## src/rtl/bp_dma_mem_endpoint_pkg.sv

```systemverilog
// Shared DMA network header layout and field widths for the memory endpoint
// and the tile-side packer.
package bp_dma_mem_endpoint_pkg;

    localparam int unsigned flit_width_p = 64;
    localparam int unsigned cord_width_p = 8;
    localparam int unsigned len_width_p  = 4;
    localparam int unsigned addr_width_p = flit_width_p - 2*cord_width_p - len_width_p - 2;

    // Declared MSB first; on the wire dest_cord occupies the low bits.
    typedef struct packed {
        logic [addr_width_p-1:0] addr;
        logic [1:0]              opcode;
        logic [cord_width_p-1:0] src_cord;
        logic [len_width_p-1:0]  len;
        logic [cord_width_p-1:0] dest_cord;
    } dma_hdr_s;

    function automatic dma_hdr_s build_resp_hdr(input logic [cord_width_p-1:0] dest_cord,
                                                input logic [len_width_p-1:0]  len);
        dma_hdr_s hdr;
        hdr           = '0;
        hdr.dest_cord = dest_cord;
        hdr.len       = len;
        return hdr;
    endfunction

endpackage

```

## src/rtl/bp_dma_mem_endpoint.sv

```systemverilog
// Memory-side DMA endpoint: unpacks request packets into a memory command beat
// stream and packs memory response beats into packets for the requester.
module bp_dma_mem_endpoint
    import bp_dma_mem_endpoint_pkg::*;
(
    input  logic                    clk_i,
    input  logic                    reset_i,

    input  logic [flit_width_p-1:0] link_data_i,
    input  logic                    link_v_i,
    output logic                    link_ready_and_o,

    output logic [flit_width_p-1:0] link_data_o,
    output logic                    link_v_o,
    input  logic                    link_ready_and_i,

    output logic [1:0]              mem_cmd_opcode_o,
    output logic [cord_width_p-1:0] mem_cmd_src_cord_o,
    output logic [addr_width_p-1:0] mem_cmd_addr_o,
    output logic [flit_width_p-1:0] mem_cmd_data_o,
    output logic                    mem_cmd_v_o,
    output logic                    mem_cmd_last_o,
    input  logic                    mem_cmd_ready_and_i,

    input  logic [cord_width_p-1:0] mem_resp_dest_cord_i,
    input  logic [len_width_p-1:0]  mem_resp_len_i,
    input  logic [flit_width_p-1:0] mem_resp_data_i,
    input  logic                    mem_resp_v_i,
    output logic                    mem_resp_ready_and_o
);

    typedef enum logic [1:0] {e_rx_header, e_rx_data, e_rx_hold_zero} rx_state_e;
    typedef enum logic       {e_tx_header, e_tx_data} tx_state_e;

    rx_state_e               rx_state;
    tx_state_e               tx_state;
    logic [len_width_p-1:0]  rx_cnt;
    logic [len_width_p-1:0]  tx_cnt;
    logic [1:0]              rx_opcode;
    logic [cord_width_p-1:0] rx_src_cord;
    logic [addr_width_p-1:0] rx_addr;
    dma_hdr_s                rx_hdr;
    logic                    tx_fire;

    assign rx_hdr  = dma_hdr_s'(link_data_i);
    assign tx_fire = mem_resp_v_i & link_ready_and_i;

    // RX: capture header fields, then count payload handshakes down to the last beat.
    always_ff @(posedge clk_i or posedge reset_i) begin
        if (reset_i) begin
            rx_state    <= e_rx_header;
            rx_cnt      <= '0;
            rx_opcode   <= '0;
            rx_src_cord <= '0;
            rx_addr     <= '0;
        end else begin
            case (rx_state)
                e_rx_header: begin
                    if (link_v_i) begin
                        rx_opcode   <= rx_hdr.opcode;
                        rx_src_cord <= rx_hdr.src_cord;
                        rx_addr     <= rx_hdr.addr;
                        rx_cnt      <= rx_hdr.len;
                        rx_state    <= (rx_hdr.len == '0) ? e_rx_hold_zero : e_rx_data;
                    end
                end
                e_rx_data: begin
                    if (link_v_i && mem_cmd_ready_and_i) begin
                        rx_cnt <= rx_cnt - len_width_p'(1);
                        if (rx_cnt == len_width_p'(1)) rx_state <= e_rx_header;
                    end
                end
                e_rx_hold_zero: begin
                    if (mem_cmd_ready_and_i) rx_state <= e_rx_header;
                end
                default: rx_state <= e_rx_header;
            endcase
        end
    end

    // RX outputs: payload passes straight through; zero-length packets get one synthetic beat.
    always_comb begin
        link_ready_and_o = 1'b0;
        mem_cmd_v_o      = 1'b0;
        mem_cmd_data_o   = '0;
        mem_cmd_last_o   = 1'b0;
        case (rx_state)
            e_rx_header: link_ready_and_o = 1'b1;
            e_rx_data: begin
                mem_cmd_v_o      = link_v_i;
                mem_cmd_data_o   = link_data_i;
                mem_cmd_last_o   = (rx_cnt == len_width_p'(1));
                link_ready_and_o = mem_cmd_ready_and_i;
            end
            e_rx_hold_zero: begin
                mem_cmd_v_o    = 1'b1;
                mem_cmd_last_o = 1'b1;
            end
            default: link_ready_and_o = 1'b0;
        endcase
    end

    assign mem_cmd_opcode_o   = rx_opcode;
    assign mem_cmd_src_cord_o = rx_src_cord;
    assign mem_cmd_addr_o     = rx_addr;

    // TX: a nonzero-length header leaves the response beat in place for the first payload flit.
    always_ff @(posedge clk_i or posedge reset_i) begin
        if (reset_i) begin
            tx_state <= e_tx_header;
            tx_cnt   <= '0;
        end else begin
            case (tx_state)
                e_tx_header: begin
                    if (tx_fire && (mem_resp_len_i != '0)) begin
                        tx_cnt   <= mem_resp_len_i;
                        tx_state <= e_tx_data;
                    end
                end
                e_tx_data: begin
                    if (tx_fire) begin
                        tx_cnt <= tx_cnt - len_width_p'(1);
                        if (tx_cnt == len_width_p'(1)) tx_state <= e_tx_header;
                    end
                end
                default: tx_state <= e_tx_header;
            endcase
        end
    end

    always_comb begin
        link_v_o             = mem_resp_v_i;
        link_data_o          = mem_resp_data_i;
        mem_resp_ready_and_o = link_ready_and_i;
        if (tx_state == e_tx_header) begin
            link_data_o          = flit_width_p'(build_resp_hdr(mem_resp_dest_cord_i, mem_resp_len_i));
            mem_resp_ready_and_o = link_ready_and_i & (mem_resp_len_i == '0);
        end
    end

endmodule

```

## config.mk

```make
export PLATFORM = sky130hd
export DESIGN_NAME = bp_dma_mem_endpoint
export DESIGN_NICKNAME = d
export VERILOG_FILES = /design/src/rtl/bp_dma_mem_endpoint_pkg.sv /design/src/rtl/bp_dma_mem_endpoint.sv
export SDC_FILE = /design/constraint.sdc
export NUM_CORES = 1
export LEC_CHECK = 0
export ABC_AREA = 0
export CAP_MARGIN = 20
export CORE_AREA = 5 5 127 129
export DETAILED_ROUTE_END_ITERATION = 10
export DIE_AREA = 0 0 132 134
export GPL_TIMING_DRIVEN = 0
export PLACE_DENSITY_LB_ADDON = 0.25
export SETUP_SLACK_MARGIN = 0.2
export SYNTH_ARGS = -nofsm -noshare
export SYNTH_HDL_FRONTEND = slang
export SYNTH_SLANG_ARGS = --single-unit
```

## constraint.sdc

```tcl
create_clock -name clk_i -period 3.2 [get_ports clk_i]
set_input_delay 0.32 -clock clk_i [delete_from_list [all_inputs] [get_ports clk_i]]
set_output_delay 0.32 -clock clk_i [all_outputs]
set_load 0.1 [all_outputs]
```

==> results.cfg, run 1 <==
[cts]
cts_buffers = 9
cts_tree = yes
path_clk_slew_ns = 0.05
clockBufferDepth = 2
cts.sinks = 63
htreeDepth = 3
clockRootBuffer = clkbuf_16
post_cts_buffers = 0
worstSkewPairLatency_ns = 0.32

[route]
route.detailed.drc = 0
dr.pass1.iters = 4
routedWlPerCell_um = 17.6
vias = 3906
drtIter0Drc = 122
drt_wl_total_mm = 15.6
antenna_left = 0
via_per_inst = 4.42

[setup_path]
reg2reg_slack_ns = 1.54
slowest_delay_ns = 1.14
worstPathMaxFanout = 10
r2r_start = rx_state[1]
cp_num_buf_inv = 3
reg2reg_depth = 6
cp.arrival_ns = 2.59
timing.rr.end = rx_cnt[2]
cp-end-kind = output pin
cp.required_ns = 2.88
path_delay_family = buffers and inverters
startpoint_type = flop
crit_slowest_cell = clkdlybuf4s50_1
path_cells = buf_2 -> clkbuf_1 -> and2_1 -> clkdlybuf4s50_1
crit_type = reg -> out

[job]
cap_violations = 0

[sta]
maxSlewHeadroom_pct = 28.7
tightest_slew_ns = 1.07
fmax_ghz = 0.344
rsz0062_at_grt = false
hold_viol = 0
hold_slack_ns = 0.415
fin_skew_ns = 0.00398
final_max_slew_viol_count = 0
setup_violations = 0
period_share_pct = 90.8
fin_crit_ns = 2.91

[synthesis]
synth-edff-count = 0
postSynthAreaPerCell_um2 = 10.6
async_flop_share_pct = 100
synthesis.area_um2 = 3680
yosysWarnings = 0
seq_area_frac_synth_pct = 42.8
synth_flop_cell = dfrtp_1
yosys_register_bits = 63
synthCells = 348
yosysUniqueCellTypes = 36
synth_nets = 501

[final_layout]
final_core_util_pct = 51.4
drive_gt1_share_pct = 21.6
layout.cells.non_filler = 883
final_cell_mix = 233 x clkdlybuf4s50_1, 116 x and2_1, 63 x dfrtp_1
mostFrequentLayoutCell = clkdlybuf4s50_1
syn_to_final_growth_pct = 108
diodes = 0
layout.nets = 843

[global_routing]
grt_pass1_vias = 4359
grt_pass1_wl_mm = 23.8
grt_max_degree = 36
grt_overflow = 0
antenna_found_initial = 0
grt_util_all_layers_pct = 16.9

[floorplanning]
core_area_um2 = 14900
fp.dieH_um = 134
initial_core_util_pct = 24.7
core.rowCount = 45
dieArea_um2 = 17700
io_pins = 331
fp.dieW_um = 132

[run_status]
status = completed

[placed_design]
dp_hpwl_mm = 12.9
dp_cells = 867
gp_congestion = 0.884
io_buffers = 330

[hold_path]
hold_path.class = in -> async
-- worst register-to-register path, delay by kind of cell, from the launching register on --
| family | cells | cell delay (ns) |
|---|---|---|
| adders and majority gates | 1 | 0.14 |
| DFF | 1 | 0.38 |
| AOI/OAI and AO/OA | 2 | 0.38 |
| buffers and inverters | 3 | 0.64 |
-- how the worst max path moves through the flow --
stage / startpoint / end / slack (ns) / cells after the start
2_1_floorplan: rx_state[1] / mem_cmd_last_o / 0.48 / 6
3_3_place_gp: rx_state[1] / mem_cmd_data_o[44] / -0.004 / 7
3_5_place_dp: rx_state[1] / mem_cmd_data_o[44] / -0.08 / 7
4_1_cts: rx_state[1] / mem_cmd_data_o[44] / 0.14 / 7
5_1_grt: tx_state / link_data_o[57] / 0.18 / 4
6_report: tx_state / link_data_o[57] / 0.29 / 4
-- area by class of cell --
class,count,area [um2]
Tap cell,188,235
Clock buffer,10,229
Fill cell,1353,7250
Multi-Input combinational cell,251,1930
Buffer,23,136
Sequential cell,63,1580
Inverter,11,41.3
Clock inverter,6,61.3
Timing Repair Buffer,331,3450
-- per-stage QoR --
stage / setup slack (ns) / cell area (um2) / setup TNS (ns)
4_1_cts: 0.141 / 7600 / 0
3_5_place_dp: -0.0823 / 7240 / -0.476
3_3_place_gp: -0.00380 / 7220 / -0.00380
6_report: 0.295 / 7670 / 0
2_1_floorplan: 0.484 / 3680 / 0
5_1_grt: 0.184 / 7670 / 0
-- sequential cells by signal, summed over array words and instances (netlist names) --
name	flops
rx_cnt	4
mem_cmd_opcode_o	2
mem_cmd_addr_o	42
tx_cnt	4
mem_cmd_src_cord_o	8
rx_state	2
tx_state	1
-- cells in the mapped netlist (all sizes together), types with 2 or more instances --
| cell | instances | share of area (%) |
|---|---|---|
| a21o | 3 | 0.61 |
| a21oi | 5 | 0.68 |
| a31oi | 3 | 0.51 |
| and2 | 116 | 20 |
| buf | 11 | 2.4 |
| clkbuf | 12 | 1.2 |
| dfrtp | 63 | 43 |
| ha | 7 | 2.4 |
| inv | 11 | 1.1 |
| mux2 | 62 | 19 |
| mux2i | 5 | 1.4 |
| nand2 | 6 | 0.68 |
| nand2b | 4 | 0.68 |
| nor2 | 3 | 0.31 |
| nor2b | 6 | 1.0 |
| nor3 | 5 | 0.68 |
| nor4 | 4 | 0.68 |
| o21ai | 7 | 0.95 |
| o22a | 2 | 0.48 |
-- per-layer routing --
layer | share of wire, % | GRT usage [%]
met4 | 2.1 | 5.14
met2 | 54 | 31.8
met3 | 11 | 8.25
met5 | 0 | 0
met1 | 33 | 16.1
-- cells by family (layout without fill, tap and decap cells) --
kind of cell | after synthesis | count (layout) | synth area share (%)
mux | 67 | 67 | 20.3
simple gates | 150 | 150 | 25.0
flops | 63 | 63 | 42.8
fa+ha+maj | 7 | 7 | 2.38
buf+inv | 34 | 381 | 4.76
compound gates | 27 | 27 | 4.72
-- what timing repair did --
action	4_1_cts	5_1_grt
endpoints found under the setup margin	68	57
hold buffers	0	0
hold endpoints to repair	0	0
resized for setup	188	43
Power of run 1 is left out: the tool's default activity adds up to more than one toggle a clock period on the data nets, which glitch-free logic cannot reach.
==> run 2, diff against run 1 <==
--- a/config.mk
+++ b/config.mk
@@ -8,6 +8,7 @@
 export ABC_AREA = 0
 export CAP_MARGIN = 20
 export CORE_AREA = 5 5 127 129
+export CTS_BUF_LIST = sky130_fd_sc_hd__clkbuf_16
 export DETAILED_ROUTE_END_ITERATION = 10
 export DIE_AREA = 0 0 132 134
 export GPL_TIMING_DRIVEN = 0
==> results.cfg, run 2 (synthesis gave the netlist of run 1 again) <==
[route]
route.detailed.drc = 0
dr.pass1.iters = 4
vias = 3906
drt_wl_total_mm = 15.6
routedWlPerCell_um = 17.6
antenna_left = 0
drtIter0Drc = 122
via_per_inst = 4.42

[global_routing]
grt_pass1_wl_mm = 23.8
grt_overflow = 0
grt_max_degree = 36
antenna_found_initial = 0
grt_pass1_vias = 4359
grt_util_all_layers_pct = 16.9

[sta]
setup_violations = 0
hold_viol = 0
fin_skew_ns = 0.00398
fmax_ghz = 0.344
final_max_slew_viol_count = 0
maxSlewHeadroom_pct = 28.7
fin_crit_ns = 2.91
tightest_slew_ns = 1.07
rsz0062_at_grt = false
period_share_pct = 90.8

[cts]
clockRootBuffer = clkbuf_16
post_cts_buffers = 0
clockBufferDepth = 2
cts_tree = yes
htreeDepth = 3
worstSkewPairLatency_ns = 0.32
cts_hold_buffers = 0
cts.sinks = 63
path_clk_slew_ns = 0.05
cts_buffers = 9

[final_layout]
syn_to_final_growth_pct = 108
diodes = 0
fillers = 1353
layout.nets = 843
final_cell_mix = 233 x clkdlybuf4s50_1, 116 x and2_1, 63 x dfrtp_1
mostFrequentLayoutCell = clkdlybuf4s50_1
final_core_util_pct = 51.4
drive_gt1_share_pct = 21.6
largest_reg_flops = 42

[floorplanning]
io_pins = 331
core_area_um2 = 14900
fp.dieW_um = 132
core.rowCount = 45
dieArea_um2 = 17700
initial_core_util_pct = 24.7
fp.dieH_um = 134

[job]
cap_violations = 0

[setup_path]
reg2reg_slack_ns = 1.54
worstPathMaxFanout = 10
crit_type = reg -> out
cp.required_ns = 2.88
cp-end-kind = output pin
cp.arrival_ns = 2.59
startpoint_type = flop

[placed_design]
io_buffers = 330
dp_hpwl_mm = 12.9
gp_congestion = 0.884

[run_status]
status = completed

[hold_path]
hold_path.class = in -> async
[run 2: stage by stage]
| stage | cell area (um2) | instances | setup TNS, ns | hold slack, ns | setup WS, ns |
|---|---|---|---|---|---|
| after global placement | 7220 | 866 | -0.00380 | 0.478 | -0.00380 |
| after detailed placement | 7240 | 867 | -0.476 | 0.480 | -0.0823 |
| after floorplan | 3680 | 348 | 0 | 0.452 | 0.484 |
| after CTS | 7600 | 883 | 0 | 0.435 | 0.141 |
| after global routing | 7670 | 883 | 0 | 0.487 | 0.184 |
| final | 7670 | 883 | 0 | 0.415 | 0.295 |
[run 2: layout make-up]
type                    instances  area, um2  share of cell area [%]
clock inverters                 7       65.1                   0.849
clock buffers                   9        225                    2.94
multi-input cells             251       1930                    25.2
repair buffers                331       3450                    45.1
well taps                     188        235                    3.07
inverters                      11       41.3                   0.539
plain buffers                  23        136                    1.78
flip-flops and latches         63       1580                    20.6
[run 2: timing repair]
| item | 4_1_cts | 5_1_grt |
|---|---|---|
| resized for setup | 188 | 43 |
| endpoints found under the hold margin | 0 | 0 |
| setup endpoints to repair | 68 | 57 |
| gates cloned | 0 | 0 |
[run 2: worst paths after layout]
path,from,to,depth (start not counted)
max,tx_state,link_data_o[57],4
min,reset_i,tx_cnt[0],2
max reg2reg,rx_state[1],rx_cnt[2],6
min reg2reg,mem_cmd_addr_o[15],mem_cmd_addr_o[15],1
max in group asynchronous,reset_i,mem_cmd_src_cord_o[0],3
min in group clk_i,mem_cmd_addr_o[15],mem_cmd_addr_o[15],1
[run 2: routing by layer]
metal | vias up | global-route usage [%] | routed length (um)
met2 | 201 | 31.8 | 8360
met1 | 1835 | 16.1 | 5180
met4 | 0 | 5.14 | 326
met3 | 19 | 8.25 | 1720
li1 | 1851 | - | -
met5 | - | 0 | 0
[run 2: worst max-delay path, stage by stage (launching register included)]
cell	delay [ns]
dfrtp_1	0.38
buf_2	0.22
clkbuf_1	0.33
and2_1	0.19
clkdlybuf4s50_1	1.14
Power of run 2 is left out for the same reason.
==> run 3, diff against run 2 <==
==> constraint.sdc (replaced) <==
create_clock -name clk_i -period 3.6 [get_ports clk_i]
set_input_delay 0.36 -clock clk_i [delete_from_list [all_inputs] [get_ports clk_i]]
set_output_delay 0.36 -clock clk_i [all_outputs]
set_load 0.1 [all_outputs]
==> results.cfg, run 3 (synthesis gave the netlist of run 1 again) <==
[setup_path]
slowest_delay_ns = 1.13
r2r_start = rx_state[1]
cp-end-kind = output pin
cp.arrival_ns = 2.82
reg2reg_slack_ns = 1.94
crit_type = in -> out
crit_slowest_cell = clkdlybuf4s50_1
critPathMostFrequentCell = clkdlybuf4s50_1
startpoint_type = primary input
reg2reg_depth = 6
cp-startpoint = mem_resp_len_i[1]
timing.rr.end = rx_cnt[2]
worstPathMaxFanout = 4
path_cells = clkdlybuf4s50_1 -> nor4_1 -> o21a_1 -> clkdlybuf4s50_1
cp.required_ns = 3.24

[sta]
tightest_slew_ns = 1.07
fin_setup_tns_ns = 0
setup_violations = 0
rsz0062_at_grt = false
final_max_slew_viol_count = 0
maxSlewHeadroom_pct = 28.2
period_share_pct = 88.2
fin_crit_ns = 3.18
fmax_ghz = 0.315
hold_viol = 0
fin_skew_ns = 0.00490

[route]
routedWlPerCell_um = 17.6
dr.pass1.iters = 4
drt_wl_total_mm = 15.5
vias = 3886
antenna_left = 0
drtIter0Drc = 105
route.detailed.drc = 0
via_per_inst = 4.40

[floorplanning]
core.rowCount = 45
initial_core_util_pct = 24.7
io_pins = 331
fp.dieW_um = 132
dieArea_um2 = 17700
core_area_um2 = 14900
fp.dieH_um = 134

[run_status]
status = completed

[final_layout]
layout.nets = 843
final_cell_mix = 269 x clkdlybuf4s50_1, 116 x and2_1, 63 x dfrtp_1
syn_to_final_growth_pct = 103
drive_gt1_share_pct = 14.0
fillers = 1392
largest_reg_flops = 42
diodes = 0
mostFrequentLayoutCell = clkdlybuf4s50_1

[global_routing]
grt_overflow = 0
grt_pass1_vias = 4325
grt_pass1_wl_mm = 23.6
grt_max_degree = 36
antenna_found_initial = 0
grt_util_all_layers_pct = 16.7

[cts]
htreeDepth = 3
post_cts_buffers = 0
path_clk_slew_ns = 0.05
cts_tree = yes
cts_hold_buffers = 0
clockRootBuffer = clkbuf_16
cts.sinks = 63
clockBufferDepth = 2
cts_buffers = 9
worstSkewPairLatency_ns = 0.32

[placed_design]
io_buffers = 330
gp_congestion = 0.884
dp_hpwl_mm = 12.9

[job]
cap_violations = 0

[hold_path]
hold_path.class = in -> async
==> run 3: cell types whose count changed in the layout (fill, tap and decap cells not counted), sizes merged <==
cell | previous run | this run
dlymetal6s2s | 29 | 11
clkdlybuf4s15 | 58 | 0
clkbuf | 22 | 31
dlygate4sd2 | 4 | 40
clkdlybuf4s50 | 233 | 269
clkdlybuf4s18 | 5 | 0
==> run 3: through the flow <==
step | util (%) | setup WS, ns | cell area (um2) | hold WS, ns | instances
3_3_place_gp | 48.4 | 0.356 | 7220 | 0.478 | 866
3_5_place_dp | 48.5 | 0.278 | 7240 | 0.480 | 867
6_report | 50.0 | 0.423 | 7460 | 0.454 | 883
2_1_floorplan | - | 0.844 | 3680 | 0.492 | 348
5_1_grt | 50.0 | 0.207 | 7460 | 0.508 | 883
4_1_cts | 50.1 | 0.205 | 7470 | 0.475 | 883
==> run 3: how the worst max path moves through the flow <==
stage,depth (start not counted),end
after floorplan,6,mem_cmd_last_o
after global placement,7,mem_cmd_data_o[44]
after detailed placement,7,mem_cmd_data_o[44]
after CTS,7,mem_cmd_data_o[44]
after global routing,7,mem_cmd_data_o[33]
final,4,mem_resp_ready_and_o
==> run 3: timing repair <==
action / CTS / global route
pin swaps: 0 / 0
resized for setup: 50 / 31
endpoints found under the setup margin: 50 / 21
==> run 3: layout make-up <==
| class | instances | area (um2) | share of cell area, % |
|---|---|---|---|
| Buffer | 23 | 134 | 1.79 |
| Timing Repair Buffer | 331 | 3250 | 43.6 |
| Sequential cell | 63 | 1580 | 21.1 |
| Inverter | 11 | 41.3 | 0.554 |
| Multi-Input combinational cell | 251 | 1930 | 25.9 |
| Clock inverter | 7 | 65.1 | 0.872 |
| Clock buffer | 9 | 225 | 3.02 |
| Tap cell | 188 | 235 | 3.15 |
==> run 3: metal layers <==
| metal | global-route usage (%) | wire length, um | vias to the layer above |
|---|---|---|---|
| met5 | 0 | 0 | - |
| met4 | 4.86 | 289 | 0 |
| met3 | 8.29 | 1680 | 17 |
| met2 | 31.5 | 8260 | 197 |
| met1 | 16.0 | 5290 | 1825 |
| li1 | - | - | 1847 |
==> run 3: worst max-delay path, delay by kind of cell <==
| family | cells | cell delay [ns] |
|---|---|---|
| AO/OA/AOI/OAI | 1 | 0.19 |
| buffers and inverters | 2 | 1.60 |
| AND/OR/NAND/NOR | 1 | 0.67 |
Power of run 3 is left out for the same reason.
